### src/rtl/ibuf_sched_pkg.sv
// Shared types and defaults for the ping-pong input-buffer scheduler.
package ibuf_sched_pkg;

  localparam int NHALF_DEF = 2;
  localparam int TW_DEF    = 16;

  typedef enum logic [1:0] {
    H_EMPTY   = 2'd0,
    H_FILLING = 2'd1,
    H_FULL    = 2'd2,
    H_READING = 2'd3
  } half_state_e;

  typedef enum logic [1:0] {
    S_IDLE = 2'd0,
    S_RUN  = 2'd1,
    S_FIN  = 2'd2
  } sched_state_e;

endpackage

### src/rtl/ibuf_sched_if.sv
// Control/handshake bundle between the scheduler, the layer sequencer,
// the tile loader and the tile consumer.
interface ibuf_sched_if
  import ibuf_sched_pkg::*;
#(
  parameter int TW = TW_DEF
);

  logic          start;
  logic [TW-1:0] cfg_tiles;
  logic          ld_req;
  logic          ld_sel;
  logic          ld_done;
  logic          cs_start;
  logic          cs_sel;
  logic          cs_done;
  logic          busy;
  logic          layer_done;
  logic          err;

  modport slave (
    input  start, cfg_tiles, ld_done, cs_done,
    output ld_req, ld_sel, cs_start, cs_sel, busy, layer_done, err
  );

  modport master (
    output start, cfg_tiles, ld_done, cs_done,
    input  ld_req, ld_sel, cs_start, cs_sel, busy, layer_done, err
  );

endinterface

### src/rtl/ibuf_half_tracker.sv
// Occupancy state of one input-buffer half.
//
//   state     | meaning
//   ----------+-----------------------------------------------
//   H_EMPTY   | free, may be targeted by the next load
//   H_FILLING | loader is writing this half
//   H_FULL    | tile present, waiting for the consumer
//   H_READING | consumer is reading this half
//
// avail_o is the state after this cycle's done events (or EMPTY when the
// layer is being (re)started); the scheduler makes its issue decisions on
// it so a freed or filled half can be reused on the very next edge.
module ibuf_half_tracker
  import ibuf_sched_pkg::*;
(
  input  logic        clk,
  input  logic        rst_n,
  input  logic        clr_i,
  input  logic        fill_done_i,
  input  logic        read_done_i,
  input  logic        ld_issue_i,
  input  logic        cs_issue_i,
  output half_state_e avail_o
);

  half_state_e state_q;
  half_state_e state_upd;
  half_state_e state_d;

  // apply completion events from the loader and consumer
  always_comb begin
    state_upd = state_q;
    if (fill_done_i && (state_q == H_FILLING)) state_upd = H_FULL;
    if (read_done_i && (state_q == H_READING)) state_upd = H_EMPTY;
  end

  assign avail_o = clr_i ? H_EMPTY : state_upd;

  // apply new load/consume commands on top of the completed state
  always_comb begin
    state_d = avail_o;
    if (ld_issue_i)      state_d = H_FILLING;
    else if (cs_issue_i) state_d = H_READING;
  end

  // state register, synchronous active-low reset
  always_ff @(posedge clk) begin
    if (!rst_n) state_q <= H_EMPTY;
    else        state_q <= state_d;
  end

endmodule

### src/rtl/ibuf_sched.sv
// Ping-pong input-buffer scheduler: alternates tile loads and tile reads
// between two buffer halves so loading the next tile overlaps consumption.
//
//   state  | meaning
//   -------+-----------------------------------------------------
//   S_IDLE | waiting for start; start also issues the first load
//   S_RUN  | loading / consuming tiles until consumed == tiles
//   S_FIN  | one cycle with layer_done high, then back to idle
module ibuf_sched
  import ibuf_sched_pkg::*;
#(
  parameter int NHALF = NHALF_DEF,
  parameter int TW    = TW_DEF
) (
  input  logic        clk,
  input  logic        rst_n,
  ibuf_sched_if.slave bus
);

  sched_state_e  state_q;
  logic [TW-1:0] tiles_q;
  logic [TW-1:0] issued_q,   issued_d;
  logic [TW-1:0] consumed_q, consumed_d;
  logic          ld_ptr_q,   ld_ptr_d;
  logic          cs_ptr_q,   cs_ptr_d;
  logic          ld_out_q,   ld_out_d;
  logic          cs_out_q,   cs_out_d;
  logic          ld_sel_q,   ld_sel_d;
  logic          cs_sel_q,   cs_sel_d;
  logic          err_q,      err_d;
  logic          ld_req_q;
  logic          cs_start_q;
  logic          busy_q;
  logic          layer_done_q;

  logic          accept;
  logic          run;
  logic          ld_fin;
  logic          cs_fin;
  logic [TW-1:0] tiles_eff;
  logic [TW-1:0] issued_base;
  logic          ld_ptr_base;
  logic          cs_ptr_base;
  logic          ld_out_base;
  logic          cs_out_base;
  logic          ld_issue;
  logic          cs_issue;

  half_state_e   half_avail [NHALF];

  assign accept = (state_q == S_IDLE) && bus.start;
  assign run    = (state_q == S_RUN);
  assign ld_fin = bus.ld_done && ld_out_q;
  assign cs_fin = bus.cs_done && cs_out_q;

  for (genvar h = 0; h < NHALF; h++) begin : g_half
    ibuf_half_tracker u_half (
      .clk         (clk),
      .rst_n       (rst_n),
      .clr_i       (accept),
      .fill_done_i (ld_fin && (ld_sel_q == 1'(h))),
      .read_done_i (cs_fin && (cs_sel_q == 1'(h))),
      .ld_issue_i  (ld_issue && (ld_ptr_base == 1'(h))),
      .cs_issue_i  (cs_issue && (cs_ptr_base == 1'(h))),
      .avail_o     (half_avail[h])
    );
  end

  // issue decisions and next-state of counters, pointers and flags;
  // an accepted start behaves like a fresh RUN so the first load
  // leaves on the same edge
  always_comb begin
    tiles_eff   = accept ? bus.cfg_tiles : tiles_q;
    issued_base = accept ? '0 : issued_q;
    ld_ptr_base = accept ? 1'b0 : ld_ptr_q;
    cs_ptr_base = accept ? 1'b0 : cs_ptr_q;
    ld_out_base = !accept && ld_out_q && !bus.ld_done;
    cs_out_base = !accept && cs_out_q && !bus.cs_done;

    ld_issue = (accept || run) && !ld_out_base && (issued_base < tiles_eff)
               && (half_avail[ld_ptr_base] == H_EMPTY);
    cs_issue = run && !cs_out_base && (half_avail[cs_ptr_base] == H_FULL);

    issued_d   = issued_base + TW'(ld_issue);
    consumed_d = accept ? '0 : consumed_q + TW'(cs_fin);
    ld_ptr_d   = ld_ptr_base ^ ld_issue;
    cs_ptr_d   = cs_ptr_base ^ cs_issue;
    ld_out_d   = ld_out_base || ld_issue;
    cs_out_d   = cs_out_base || cs_issue;
    ld_sel_d   = ld_issue ? ld_ptr_base : ld_sel_q;
    cs_sel_d   = cs_issue ? cs_ptr_base : cs_sel_q;
    err_d      = (err_q && !accept)
                 || (bus.ld_done && !ld_out_q)
                 || (bus.cs_done && !cs_out_q);
  end

  // top FSM plus all registered state and outputs
  always_ff @(posedge clk) begin
    if (!rst_n) begin
      state_q      <= S_IDLE;
      tiles_q      <= '0;
      issued_q     <= '0;
      consumed_q   <= '0;
      ld_ptr_q     <= 1'b0;
      cs_ptr_q     <= 1'b0;
      ld_out_q     <= 1'b0;
      cs_out_q     <= 1'b0;
      ld_sel_q     <= 1'b0;
      cs_sel_q     <= 1'b0;
      err_q        <= 1'b0;
      ld_req_q     <= 1'b0;
      cs_start_q   <= 1'b0;
      busy_q       <= 1'b0;
      layer_done_q <= 1'b0;
    end else begin
      issued_q     <= issued_d;
      consumed_q   <= consumed_d;
      ld_ptr_q     <= ld_ptr_d;
      cs_ptr_q     <= cs_ptr_d;
      ld_out_q     <= ld_out_d;
      cs_out_q     <= cs_out_d;
      ld_sel_q     <= ld_sel_d;
      cs_sel_q     <= cs_sel_d;
      err_q        <= err_d;
      ld_req_q     <= ld_issue;
      cs_start_q   <= cs_issue;
      layer_done_q <= 1'b0;
      case (state_q)
        S_IDLE: begin
          if (bus.start) begin
            state_q <= S_RUN;
            tiles_q <= bus.cfg_tiles;
            busy_q  <= 1'b1;
          end
        end
        S_RUN: begin
          if (consumed_q == tiles_q) begin
            state_q      <= S_FIN;
            layer_done_q <= 1'b1;
          end
        end
        S_FIN: begin
          state_q <= S_IDLE;
          busy_q  <= 1'b0;
        end
        default: begin
          state_q <= S_IDLE;
          busy_q  <= 1'b0;
        end
      endcase
    end
  end

  assign bus.ld_req     = ld_req_q;
  assign bus.ld_sel     = ld_sel_q;
  assign bus.cs_start   = cs_start_q;
  assign bus.cs_sel     = cs_sel_q;
  assign bus.busy       = busy_q;
  assign bus.layer_done = layer_done_q;
  assign bus.err        = err_q;

endmodule

### src/flat_wrapper.sv
// flat-port wrapper written by rule: the top's interface ports become plain ports
module ibuf_sched_flat import ibuf_sched_pkg::*;
#(
  parameter int NHALF = NHALF_DEF,
  parameter int TW    = TW_DEF
)
  (clk, rst_n, bus_start, bus_cfg_tiles, bus_ld_done, bus_cs_done, bus_ld_req, bus_ld_sel, bus_cs_start, bus_cs_sel, bus_busy, bus_layer_done, bus_err);
  ibuf_sched_if #(.TW(TW)) bus_i ();
  input  logic clk;
  input  logic rst_n;
  input wire logic [$bits(bus_i.start)-1:0] bus_start;
  input wire logic [$bits(bus_i.cfg_tiles)-1:0] bus_cfg_tiles;
  input wire logic [$bits(bus_i.ld_done)-1:0] bus_ld_done;
  input wire logic [$bits(bus_i.cs_done)-1:0] bus_cs_done;
  output wire logic [$bits(bus_i.ld_req)-1:0] bus_ld_req;
  output wire logic [$bits(bus_i.ld_sel)-1:0] bus_ld_sel;
  output wire logic [$bits(bus_i.cs_start)-1:0] bus_cs_start;
  output wire logic [$bits(bus_i.cs_sel)-1:0] bus_cs_sel;
  output wire logic [$bits(bus_i.busy)-1:0] bus_busy;
  output wire logic [$bits(bus_i.layer_done)-1:0] bus_layer_done;
  output wire logic [$bits(bus_i.err)-1:0] bus_err;
  assign bus_i.start = bus_start;
  assign bus_i.cfg_tiles = bus_cfg_tiles;
  assign bus_i.ld_done = bus_ld_done;
  assign bus_i.cs_done = bus_cs_done;
  assign bus_ld_req = bus_i.ld_req;
  assign bus_ld_sel = bus_i.ld_sel;
  assign bus_cs_start = bus_i.cs_start;
  assign bus_cs_sel = bus_i.cs_sel;
  assign bus_busy = bus_i.busy;
  assign bus_layer_done = bus_i.layer_done;
  assign bus_err = bus_i.err;
  ibuf_sched #(.NHALF(NHALF), .TW(TW)) u_core (.clk(clk), .rst_n(rst_n), .bus(bus_i));
endmodule
### config.mk
export PLATFORM = sky130hd
export DESIGN_NAME = ibuf_sched_flat
export DESIGN_NICKNAME = d
export VERILOG_FILES = /design/src/rtl/ibuf_sched_pkg.sv /design/src/rtl/ibuf_sched_if.sv /design/src/rtl/ibuf_half_tracker.sv /design/src/rtl/ibuf_sched.sv /design/src/flat_wrapper.sv
export SDC_FILE = /design/constraint.sdc
export NUM_CORES = 1
export LEC_CHECK = 0
export BUFFER_PORTS_ARGS = -buffer_cell sky130_fd_sc_hd__buf_2
export CAP_MARGIN = 20
export CELL_PAD_IN_SITES_DETAIL_PLACEMENT = 0
export CELL_PAD_IN_SITES_GLOBAL_PLACEMENT = 1
export CORE_MARGIN = 2
export CORE_UTILIZATION = 49
export DETAILED_ROUTE_END_ITERATION = 10
export MAX_ROUTING_LAYER = met4
export PLACE_DENSITY = 0.85
export SLEW_MARGIN = 20
export SYNTH_ARGS = -nofsm -noshare
export SYNTH_HDL_FRONTEND = slang
export SYNTH_SLANG_ARGS = --single-unit
### constraint.sdc
create_clock -name clk -period 10.6 [get_ports clk]
set_input_delay 3.18 -clock clk [delete_from_list [all_inputs] [get_ports clk]]
set_output_delay 3.18 -clock clk [all_outputs]
set_load 0.02 [all_outputs]
Word-level counts from Yosys, hierarchy flattened. Index checks and enable logic that the tools add are counted.

Order comparisons: 3. Reduce and logical (&&, ||, !) cells: 48. Add/sub/neg operators: 2. Bitwise gates (word level): 10. Multiplexer cells: 26. Equal/unequal tests: 9.

Operators with widths (number): adder 16 x 1 -> 16 bit (2); two-way mux 16 bit (2); two-way mux 2 bit (16); logical AND 1 bit (27); == test 16 bit (1); less-than comparator 16 bit (1); AND reduction 2 bit (4); logical NOT 1 bit (7); == test 2 x 1 -> 1 bit (second input constant) (3); == test 2 bit (second input constant) (3); two-way mux 1 bit (6); NOT 1 bit (6); OR reduction 2 bit (3); logical OR 1 bit (5); greater-or-equal comparator 2 bit (second input constant) (2); logical NOT 2 bit (2); != test 2 bit (second input constant) (2); NOT 1 -> 2 bit (2); case mux 2 bit (2 select lines) (1); case mux 1 bit (2 select lines) (1); XOR 1 bit (2).

Register bits: 65.

Depth between registers and ports, before layout.
Depth after elaboration: 14. Depth in mapped cells: 18. Mapped depth without buffers: 15.

Cells and area by module. From an unflattened synthesis, not the netlist that was laid out.

Cells, all modules: 371. Area total of the unflattened synthesis: 3354.5 µm².

Modules (own cells, without submodules): ibuf_sched (area each 3129.3 µm², instances 1, cells each 351, seq. area each 1221.2 µm²); ibuf_half_tracker (area each 112.6 µm², instances 2, cells each 10, seq. area each 40.0 µm²).

Least setup slack after synthesis. Ideal clock, no wire load.

Path kind: in2reg. Start: input port bus_start. End: register u_core.issued_q[14]. Arrival: 6.710 ns. Setup time: 0.128 ns. Stages on the path: 17. Path buffers: 2. Setup slack: 3.762 ns. Path through: nor3b_1 buf_2 buf_2 mux2i_1 ha_1 a21o_1 a221o_1 a221oi_1 o211ai_1 inv_1 ha_1 ha_1 and3_1 nand4_1 nor4_1 xnor2_1 nor2_1.

Word-level cells in the longest chain between the ends: 9.

Ends and longest elaborated chain: start: declaration (line flat_wrapper.sv:11) `input wire logic [$bits(bus_i.start)-1:0] bus_start;`; logical AND 1 bit * (line ibuf_sched.sv:51) `assign accept = (state_q == S_IDLE) && bus.start;`; parallel branches: the longest is 6 deep, another holds less-than comparator 16 bit; logical AND 1 bit * (line ibuf_sched.sv:81) `&& (half_avail[ld_ptr_base] == H_EMPTY);`; via u_core.ld_issue (line ibuf_sched.sv:46) `logic ld_issue;`; adder 16 x 1 -> 16 bit * (line ibuf_sched.sv:84) `issued_d = issued_base + TW'(ld_issue);`; end signal: assignment (line ibuf_sched.sv:116) `issued_q <= issued_d;`; end: declaration (line ibuf_sched.sv:22) `logic [TW-1:0] issued_q, issued_d;`.

Mark *: on every way through the listed nets, which the timed path passes. The select of a mux whose other input is x is not followed. A chain may end at the register's enable or synchronous reset.

Worst setup path in the final report. Ends and elaborated chain as after synthesis.

==> metrics.md <==
| Metric | Value |
|---|---|
| Status | completed |
| Final hold violations | 0 |
| Post-CTS setup buffer count | 0 |
| Clock Path Buffers | 2 |
| CORE AREA | 6420 um^2 |
| Worst-Skew Late Latency | 340 ps |
| Met3 Use GR | 5.97% |
| Ys async rst share | 0% |
| Fraction of layout cells with a size suffix above 1 | 12.6% |
| Placer Congestion | 0.824 |
| Worst hold slack | 469 ps |
| RSZ-0062 raised after global routing | false |
| DRC | 0 |
| Final min period | 6940 ps |
| Met2 Usage GRT | 32.4% |
| CP Max Fanout | 36 |
| Area added between synthesis and finish | 12.2% |
| Post-Syn Area | 3290 um^2 |
| Met1 usage | 28.8% |
| Setup CP Type | in -> reg |
| CTS tree | built |
| Fin crit share | 65.5% |
| CP Launch Type | input port |
| Clock sinks | 65 |
| Sw Share | 25.2% |
| Initial Util | 51.2% |
| Leakage | 1.48 nW |
| Mean post-synth cell area | 8.98 um^2 |
| GRT busiest layer | met2 |
| Root Buffer Master | clkbuf_8 |
| Via count | 2608 |
| PwrDens | 151 nW/um^2 |
| Power share of the clock group | 40.1% |
| Seq pwr share | 47.5% |
| Number of flops mapped to enable cells by yosys | 0 |
| Site Rows | 29 |
| Die Area | 7380 um^2 |
| Die height | 85.9 um |
| Dominant synthesized flop cell | dfxtp_1 |
| VDD IR max | 0.0000716 V |
| Initial antenna violation count | 0 |
| Logic pwr share | 12.4% |
| Area leader, netlist | dfxtp_1 |
| Post-cts sizing count | 0 |
| Synthesis-stage register bit count | 65 |
| Worst Setup End Kind | flip-flop |
| CTS Hold Bufs | 0 |
| Clock Pin Slew Worst Setup and Hold Paths | 70 ps |
| Final Util | 57.5% |
| Worst Max-Slew Pin Slew | 742 ps |
| Max-Cap Viols | 0 |
| Port Buf Inserts | 27 |
| Total CTS buffers | 9 |
| Post-route ant nets | 0 |
| Global-route wire length before repair | 11900 um |
| Nets | 437 |
| Vias in the first global route | 2462 |
| Vias per inst | 5.50 |
| Tot GR Track Use | 21.6% |
| Fmax | 144 MHz |
| Finish-stage setup viols | 0 |
| Rel. slew slack | 50.1% |
| N_diodes | 0 |
| Yosys cell types | 46 |
| Routed WL | 7150 um |
| Fin Setup TNS | 0 ps |
| Drt first pass iters | 4 |
| Initial DRC Count | 112 |
| Syn Nets | 410 |
| Post-Syn Instances | 366 |
| WP data arrival | 7150 ps |
| Wire per inst | 15.1 um |
| Io pins | 28 |
| Hpwl dp | 5190 um |
| Top cells by area in the synthesized netlist | dfxtp_1, ha_1, xnor2_1 |
| Die width | 85.9 um |
| Data required time of the worst path | 10810 ps |
| P_sw | 0.140 mW |
| Internal Dissipation | 0.416 mW |
| Sequential fraction of the synthesis area | 39.6% |
| Clock Skews | 7.43 ps |
| Share of the synthesized area in the top cell type | 39.6% |
| Final slew viol count | 0 |
| YS warnings | 0 |
| H-tree depth | 3 |
| Pin count of the biggest net entering global routing | 42 |
| Hold crit path type | reg -> reg |
| Overflow after GRT | 0 |
-- layout by cell type, fill, tap and decap left out, types with 2 or more instances in the layout --
master	instances
dfxtp_1	65
nor2_1	54
xnor2_1	30
buf_2	27
ha_1	23
nand2_1	19
mux2i_1	18
and2_1	18
nand3_1	17
nand4_1	16
a21oi_1	15
clkbuf_8	13
xor2_1	10
inv_1	9
nor3_1	9
nand2b_1	4
o21ai_0	4
and3_1	4
nor4_1	3
buf_4	3
or3b_1	2
nand4b_1	2
a221oi_1	2
nand3b_1	2
and4_1	2
o211ai_1	2
and2_4	2
nor4b_1	2
or3_1	2
a31oi_1	2
-- final cells by class --
| class | count | area [um^2] |
|---|---|---|
| clock buffer | 13 | 179 |
| clock inverter | 2 | 35.0 |
| fill | 621 | 2730 |
| inverter | 9 | 33.8 |
| multi-input combinational | 278 | 1890 |
| sequential | 65 | 1300 |
| tap | 77 | 96.3 |
| timing repair buffer | 30 | 158 |
-- power groups by stage --
stage                     sequential, mW  clock [mW]  combinational (mW)
after floorplan                    0.269           0              0.0488
after global placement             0.270           0              0.0680
after detailed placement           0.270           0              0.0689
after CTS                          0.264       0.230              0.0694
after global routing               0.266       0.240              0.0775
final                              0.265       0.223              0.0689
-- cells by family (layout without fill, tap and decap cells) --
logic type	count (synthesis)	in the layout	share of synthesized area (%)
compound gates	33	33	6.47
fa+ha+maj	23	23	8.75
xor+xnor	40	40	10.7
flops	65	65	39.6
buf+inv	23	54	3.20
mux	18	18	5.48
simple gates	164	164	25.9
-- worst paths after layout --
check	startpoint	end	slack [ps]	cells after the start
setup reg to reg	u_core.state_q[0]$_SDFFE_PN0P_	u_core.issued_q[14]$_SDFF_PN0_	6150	16
hold / removal	u_core.bus.busy$_SDFFE_PN0P_	u_core.bus.busy$_SDFFE_PN0P_	470	2
setup / recovery	bus_start	u_core.issued_q[14]$_SDFF_PN0_	3660	17
hold reg to reg	u_core.bus.busy$_SDFFE_PN0P_	u_core.bus.busy$_SDFFE_PN0P_	470	2
-- synthesized netlist by cell type, drive strengths merged (7+ instances only) --
cell type,number
xor2,10
and2,21
ha,23
inv,9
a21oi,15
nor2,54
nand4,16
nand2,19
clkbuf,7
dfxtp,65
buf,7
nor3,9
mux2i,18
xnor2,30
nand3,17
-- flip-flops by register name, indices dropped and copies added, names as in the netlist --
register,flops
u_core.consumed_q,16
u_core.issued_q,16
u_core.tiles_q,16
u_core.g_half.u_half.state_q,4
u_core.state_q,2
u_core.bus.busy,1
u_core.bus.cs_sel,1
u_core.bus.cs_start,1
u_core.bus.err,1
u_core.bus.layer_done,1
u_core.bus.ld_req,1
u_core.bus.ld_sel,1
u_core.cs_out_q,1
u_core.cs_ptr_q,1
u_core.ld_out_q,1
u_core.ld_ptr_q,1
-- worst max-delay path, stage by stage --
cell      delay, ps
buf_2            90
or3b_1          330
buf_4           240
and2_1          220
ha_1            310
a21o_1          180
a221o_1         310
a221oi_1        370
o211ai_1        240
inv_1           160
ha_1            230
ha_1            210
and3_1          190
nand4_1         260
nor4_1          410
xnor2_1         160
nor2_1           50
-- stage by stage --
stage | instance area, um^2 | power, mW | worst slack, ps | instances
global route | 3690 | 0.584 | 3430 | 474
CTS | 3690 | 0.563 | 3670 | 474
floorplan | 3290 | 0.318 | 3760 | 366
finish | 3690 | 0.557 | 3660 | 474
global placement | 3480 | 0.338 | 3410 | 459
detailed placement | 3480 | 0.339 | 3340 | 459
-- per-layer routing --
| metal | up-vias | part of all wire, % |
|---|---|---|
| met2 | 54 | 47 |
| met4 | 0 | 0.69 |
| met5 | - | 0 |
| met3 | 6 | 3.2 |
| met1 | 1219 | 50 |
| li1 | 1329 | - |
(Power assumes the default switching activity.)
